**src/rtl/bin2bcd_seq_pkg.sv**
```systemverilog
// Shared definitions for the sequential double-dabble binary-to-BCD converter.
package bin2bcd_seq_pkg;

    localparam int BCD_W = 4;

    typedef enum logic {
        IDLE  = 1'b0,
        SHIFT = 1'b1
    } state_e;

    // Counter must hold WIDTH itself, not just WIDTH-1.
    function automatic int cnt_width(input int width);
        return $clog2(width + 1);
    endfunction

endpackage

```
**src/rtl/bin2bcd_seq_bcd_adj3.sv**
```systemverilog
// One BCD digit of the double-dabble correction: add 3 when the digit is 5 or more.
module bcd_adj3
    import bin2bcd_seq_pkg::*;
(
    input  logic [BCD_W-1:0] d_i,
    output logic [BCD_W-1:0] d_o
);

    always_comb begin
        d_o = d_i;
        if (d_i >= 4'd5) begin
            d_o = d_i + 4'd3;
        end
    end

endmodule

```
**src/rtl/bin2bcd_seq.sv**
```systemverilog
// Sequential binary-to-BCD converter: one bit per clock, start/busy/done handshake.
// Handshake: start is taken on an edge while idle (busy=0); busy stays high for
// WIDTH cycles; done pulses for one cycle together with the new bcd_out/digit_nz.
module bin2bcd_seq
    import bin2bcd_seq_pkg::*;
#(
    parameter int WIDTH  = 10,
    parameter int DIGITS = 4
) (
    input  logic                      Clock,
    input  logic                      Resetn,
    input  logic                      start,
    input  logic [WIDTH-1:0]          bin_in,
    output logic                      busy,
    output logic                      done,
    output logic [BCD_W*DIGITS-1:0]   bcd_out,
    output logic [DIGITS-1:0]         digit_nz,
    output state_e                    state_o
);

    localparam int CW = cnt_width(WIDTH);
    localparam int BW = BCD_W * DIGITS;

    state_e            state_q, state_d;
    logic [WIDTH-1:0]  bin_q, bin_d;
    logic [BW-1:0]     work_q, work_d;
    logic [CW-1:0]     cnt_q, cnt_d;
    logic [BW-1:0]     bcd_q, bcd_d;
    logic [DIGITS-1:0] nz_q, nz_d;
    logic              done_q, done_d;

    logic [BW-1:0]     work_adj;
    logic [BW-1:0]     work_shift;

    // Bit k set when digit k or any more significant digit is nonzero.
    function automatic logic [DIGITS-1:0] lead_mask(input logic [BW-1:0] v);
        logic              acc;
        logic [DIGITS-1:0] m;
        acc = 1'b0;
        m   = '0;
        for (int k = DIGITS - 1; k >= 0; k--) begin
            acc  = acc | (|v[BCD_W*k +: BCD_W]);
            m[k] = acc;
        end
        m[0] = 1'b1;
        return m;
    endfunction

    for (genvar g = 0; g < DIGITS; g++) begin : g_adj
        bcd_adj3 u_adj (
            .d_i (work_q[BCD_W*g +: BCD_W]),
            .d_o (work_adj[BCD_W*g +: BCD_W])
        );
    end

    assign work_shift = {work_adj[BW-2:0], bin_q[WIDTH-1]};

    always_comb begin
        state_d = state_q;
        bin_d   = bin_q;
        work_d  = work_q;
        cnt_d   = cnt_q;
        bcd_d   = bcd_q;
        nz_d    = nz_q;
        done_d  = 1'b0;
        case (state_q)
            IDLE: begin
                if (start) begin
                    bin_d   = bin_in;
                    work_d  = '0;
                    cnt_d   = CW'(WIDTH);
                    state_d = SHIFT;
                end
            end
            SHIFT: begin
                bin_d  = bin_q << 1;
                work_d = work_shift;
                cnt_d  = cnt_q - CW'(1);
                if (cnt_q == CW'(1)) begin
                    bcd_d   = work_shift;
                    nz_d    = lead_mask(work_shift);
                    done_d  = 1'b1;
                    state_d = IDLE;
                end
            end
            default: state_d = IDLE;
        endcase
    end

    always_ff @(posedge Clock or negedge Resetn) begin
        if (!Resetn) begin
            state_q <= IDLE;
            bin_q   <= '0;
            work_q  <= '0;
            cnt_q   <= '0;
            bcd_q   <= '0;
            nz_q    <= DIGITS'(1);
            done_q  <= 1'b0;
        end else begin
            state_q <= state_d;
            bin_q   <= bin_d;
            work_q  <= work_d;
            cnt_q   <= cnt_d;
            bcd_q   <= bcd_d;
            nz_q    <= nz_d;
            done_q  <= done_d;
        end
    end

    assign busy     = (state_q == SHIFT);
    assign done     = done_q;
    assign bcd_out  = bcd_q;
    assign digit_nz = nz_q;
    assign state_o  = state_q;

endmodule
```
**config.mk**
```make
export PLATFORM = sky130hd
export DESIGN_NAME = bin2bcd_seq
export DESIGN_NICKNAME = d
export VERILOG_FILES = /design/src/rtl/bin2bcd_seq_pkg.sv /design/src/rtl/bin2bcd_seq_bcd_adj3.sv /design/src/rtl/bin2bcd_seq.sv
export SDC_FILE = /design/constraint.sdc
export NUM_CORES = 1
export LEC_CHECK = 0
export ABC_AREA = 1
export CORE_ASPECT_RATIO = 1.75
export CORE_MARGIN = 5
export CORE_UTILIZATION = 55
export DETAILED_ROUTE_END_ITERATION = 6
export GPL_ROUTABILITY_DRIVEN = 0
export PLACE_DENSITY = 0.81
export SLEW_MARGIN = 30
export SYNTH_ARGS = -nofsm -noshare
export SYNTH_HDL_FRONTEND = slang
export SYNTH_HIERARCHICAL = 1
export SYNTH_SLANG_ARGS = --single-unit
```
**constraint.sdc**
```tcl
create_clock -name Clock -period 2.4 [get_ports Clock]
set_clock_uncertainty 0.1 [all_clocks]
set_input_delay 0.24 -clock Clock [delete_from_list [all_inputs] [get_ports Clock]]
set_output_delay 0.24 -clock Clock [all_outputs]
set_load 0.005 [all_outputs]
```
Word-level counts from Yosys, hierarchy flattened

Cells that the tools add are included.

Register bits after elaboration: 51
Input bits: 13
Output and inout port bits: 23
Logic and storage cells: 40

Add/subtract/negate cells: 5
$lt $le $gt $ge: 4
Equality and inequality tests: 2
Mux-type cells: 15
Bitwise logic cells: 3
Reductions and logical operators: 4

Operators by type and width:

| kind                                                                                 | count |
|---|---|
| 16-bit one-hot mux with 2 select lines                                               | 1 |
| 10-bit one-hot mux with 2 select lines                                               | 1 |
| 4-bit by 3-bit greater-or-equal comparator with 1-bit output (second input constant) | 4 |
| 16-bit two-way mux                                                                   | 1 |
| 4-bit two-way mux                                                                    | 4 |
| 4-bit by 2-bit adder with 4-bit output (second input constant)                       | 3 |
| 4-bit OR reduction                                                                   | 3 |
| 10-bit two-way mux                                                                   | 1 |
| 4-bit one-hot mux with 2 select lines                                                | 1 |
| 4-bit by 1-bit == test with 1-bit output (second input constant)                     | 1 |
| 1-bit two-way mux                                                                    | 4 |
| 4-bit by 1-bit subtractor with 4-bit output (second input constant)                  | 1 |
| 3-bit by 2-bit adder with 3-bit output (second input constant)                       | 1 |
| 3-bit two-way mux                                                                    | 1 |
| 2-bit != test (second input constant)                                                | 1 |
| 1-bit OR                                                                             | 2 |
| 1-bit one-hot mux with 2 select lines                                                | 1 |
| 2-bit AND reduction                                                                  | 1 |
| 1-bit inverter                                                                       | 1 |

Logic depth before layout (Yosys ltp)

Depth in word-level cells: 5
Mapped depth: 13
Gate-level depth less buffers: 13

Hierarchy

Netlist, hierarchy kept.

By module, submodules not included:

| module      | instances | cells each | area an instance (µm²) | sequential area each (µm²) |
|---|---|---|---|---|
| bin2bcd_seq | 1         | 216        | 2154.6                 | 1276.2 |
| bcd_adj3    | 4         | 23         | 135.1                  | 0.0 |

Least setup slack after synthesis

OpenSTA, ideal clock, no wires.

Kind: register -> register
Start: register work_q[12]
End: register nz_q[1], in the netlist digit_nz[1]
Setup time: 116 ps
Data arrival time: 1378 ps
Required time: 2184 ps
Path slack: 805 ps
Cell stages (with the launch flop): 13
Path buffers: 0
Period minus slack after synthesis: 1595 ps
Cells stage by stage: dfrtp_1 > inv_1 > ha_1 > nor2_4 > nor2_4 > nand2_1 > o21ai_2 > nor2_1 > nand2_1 > nor2_1 > nand2_1 > nand2_1 > nand2_1

Word-level cells in the longest chain between the ends: 5
Elaborated cells on any way between the ends: 6
Those cells by class: 1 x add/sub; 1 x order compare; 1 x mux; 2 x bitwise; 1 x reduce/logical

Ends and longest elaborated chain:

| item                                                                                                                   | RTL line                                               | text |
|---|---|---|
| start: declaration                                                                                                     | bin2bcd_seq.sv:26                                      | `logic [BW-1:0] work_q, work_d;` |
| start signal: assignment                                                                                               | bin2bcd_seq.sv:102                                     | `work_q <= work_d;` |
| 4-bit by 3-bit greater-or-equal comparator with 1-bit output or 3-bit by 2-bit adder with 3-bit output (tied branches) | bin2bcd_seq_bcd_adj3.sv:11, bin2bcd_seq_bcd_adj3.sv:12 |  |
| 3-bit two-way mux (*)                                                                                                  | bin2bcd_seq_bcd_adj3.sv:11                             | `if (d_i >= 4'd5) begin` |
| net work_adj[13]                                                                                                       | bin2bcd_seq.sv:32                                      | `logic [BW-1:0] work_adj;` |
| 4-bit OR reduction (*)                                                                                                 | bin2bcd_seq.sv:42                                      | `acc = acc \| (\|v[BCD_W*k +: BCD_W]);` |
| 1-bit OR (*) (2 in a row)                                                                                              | bin2bcd_seq.sv:42                                      |  |
| end signal: assignment                                                                                                 | bin2bcd_seq.sv:105                                     | `nz_q <= nz_d;` |
| end: declaration                                                                                                       | bin2bcd_seq.sv:29                                      | `logic [DIGITS-1:0] nz_q, nz_d;` |

Mark *: on every way through the listed nets, which the timed path passes. The rest lies on a longest branch.
A chain may end at the register's enable or synchronous reset.

Worst setup path after layout

Start: register state_q, in the netlist busy
End: output busy

RTL lines:

| item                     | RTL line           | text |
|---|---|---|
| start: declaration       | bin2bcd_seq.sv:24  | `state_e state_q, state_d;` |
| start signal: assignment | bin2bcd_seq.sv:100 | `state_q <= state_d;` |
| end: declaration         | bin2bcd_seq.sv:14  | `output logic busy,` |

No word-level cell between the ends.

==> results.py <==
metrics = {
    "status": {
        "status": "completed",
    },
    "synthesis": {
        "syn_avg_cell_area_um2": 8.81,
        "yosys_warnings": 6,
        "synth_nets": 326,
        "synth_cells": 303,
        "mappedNetlistArea_um2": 2670,
    },
    "cts": {
        "clkSlewWorstSetupHoldPaths_ns": 0.10,
        "root_buffer": "clkbuf_8",
        "clock_latency_ns": 0.31,
        "hold_buffers": 1,
        "postCtsSetupRepairBufs": 0,
        "cts_resized": 0,
        "cts.sinks": 51,
        "cts_max_path_buffers": 2,
        "cts_tree": "built",
        "ctsHtreeMaxLevel": 2,
        "cts_made_buffers": 5,
    },
    "critical_path": {
        "worstPathMaxFanout": 8,
        "rrSetupSlack_ns": 0.64,
        "r2r-start": "work_q[4]",
        "startpoint_type": "flop",
        "worst-path-buf-inv": 1,
        "critPathRequiredTime_ns": 2.06,
        "rr_endpoint": "digit_nz[1]",
        "worstPathArrival_ns": 1.48,
        "path_cells": "clkdlybuf4s50_1",
        "rr_worst_depth": 12,
        "slowest_delay_ns": 0.58,
        "cp.depth": 1,
        "critPathLaunch": "busy",
        "crit_type": "reg2out",
        "critPathSlowestCell": "dfrtp_1",
        "crit_family": "flip-flops",
        "critPathCaptureType": "output port",
    },
    "timing": {
        "worst_pin_slew_ns": 0.615,
        "hold_violations": 0,
        "fin_crit_sh_pct": 75.7,
        "fin_setup_tns_ns": 0,
        "slew_headroom_pct": 58.8,
        "rsz0062_at_grt": "false",
        "setup_viol": 0,
        "finalCriticalPeriod_ns": 1.82,
        "clock.fmax_ghz": 0.550,
        "slew_viol_final": 0,
    },
    "pwr": {
        "irDropWorstVdd_uv": 903,
        "powerDensity_nw_per_um2": 1390,
        "leakagePower_nw": 1.48,
    },
    "place": {
        "hpwl_mm": 3.70,
        "postPlaceCellArea_um2": 3020,
        "port_buffers": 34,
    },
    "global_routing": {
        "antenna_found_initial": 0,
        "grt_pass1_vias": 2119,
        "grt_pass1_wl_mm": 9.09,
        "grt_use_total_pct": 17.3,
        "overflow": 0,
        "grt_max_degree": 28,
    },
    "layout": {
        "area_delta_synth_final_pct": 16.9,
        "fin_nets": 361,
        "diodes": 0,
        "mostFrequentLayoutCell": "nand2_1",
        "final_cell_area_um2": 3120,
        "drive_gt1_share_pct": 17.1,
        "layout_common_cells": "nand2_1, dfrtp_1, inv_1, clkdlybuf4s50_1, o21ai_0",
    },
    "route": {
        "wire_per_inst_um": 13.0,
        "via_per_inst": 5.13,
        "drt-met1-wl_mm": 2.11,
        "num_vias": 2005,
        "top_layer": "met4",
        "drc_errors": 0,
        "wirelength_mm": 5.08,
        "dr.first_iter.drc_count": 109,
        "wl_met3_um": 126,
        "firstDrtPassIters": 4,
        "antenna_left": 0,
        "met2_length_mm": 2.77,
    },
    "hold_path": {
        "hold_end": "bin_q[2]",
        "hold_path_startpoint": "bin_in[2]",
        "hold_class": "in2reg",
        "min_path_cells": 3,
    },
    "floorplan": {
        "ios": 36,
        "row_count": 33,
        "die_h_um": 102,
        "coreArea_um2": 4710,
        "die_w_um": 62.7,
        "die_area_um2": 6400,
        "start_util_pct": 56.7,
    },
    "job": {
        "maxCapViolations": 0,
    },
}
## through the flow
| stage | worst slack (ns) | hold WS [ns] | std cells | util (%) | total power [mW] |
|---|---|---|---|---|---|
| final | 0.582 | 0.366 | 391 | 66.3 | 4.35 |
| after global routing | 0.479 | 0.359 | 391 | 66.3 | 4.75 |
| after CTS | 0.567 | 0.356 | 391 | 66.3 | 4.38 |
| after detailed placement | 0.641 | 0.176 | 382 | 64.1 | 3.86 |
| after global placement | 0.666 | 0.170 | 382 | 64.1 | 3.77 |
| after floorplan | 0.805 | -0.156 | 303 | - | 3.18 |
## sequential cells by signal, indices dropped and copies added, names as in the netlist
name      flops
work_q       16
busy          1
done          1
cnt_q         4
bcd_out      16
digit_nz      3
bin_q        10
## layout make-up
class	count	area, um2
clock buffer	5	68.8
multi-input combinational	199	1140
fill	407	1590
inverter	41	154
timing repair buffer	40	395
clock inverter	3	23.8
tap	52	65.1
sequential	51	1280
## routing by layer
metal	global-route usage, %	up-vias
li1	-	1019
met1	19.5	952
met2	32.1	27
met3	2.53	7
met4	7.84	0
met5	0	-
## worst max path at each step
stage                             end  slack, ns
after floorplan           digit_nz[1]       0.81
after global placement       bin_q[1]       0.67
after detailed placement  digit_nz[1]       0.64
after CTS                        busy       0.57
after global routing      digit_nz[1]       0.48
final                            busy       0.58
## power breakdown
group / internal (mW) / switching, mW
clock: 0.209 / 0.302
sequential: 1.25 / 0.306
combinational: 0.960 / 1.32
total: 2.42 / 1.92
Note: power is estimated with default switching activity, not from simulation.
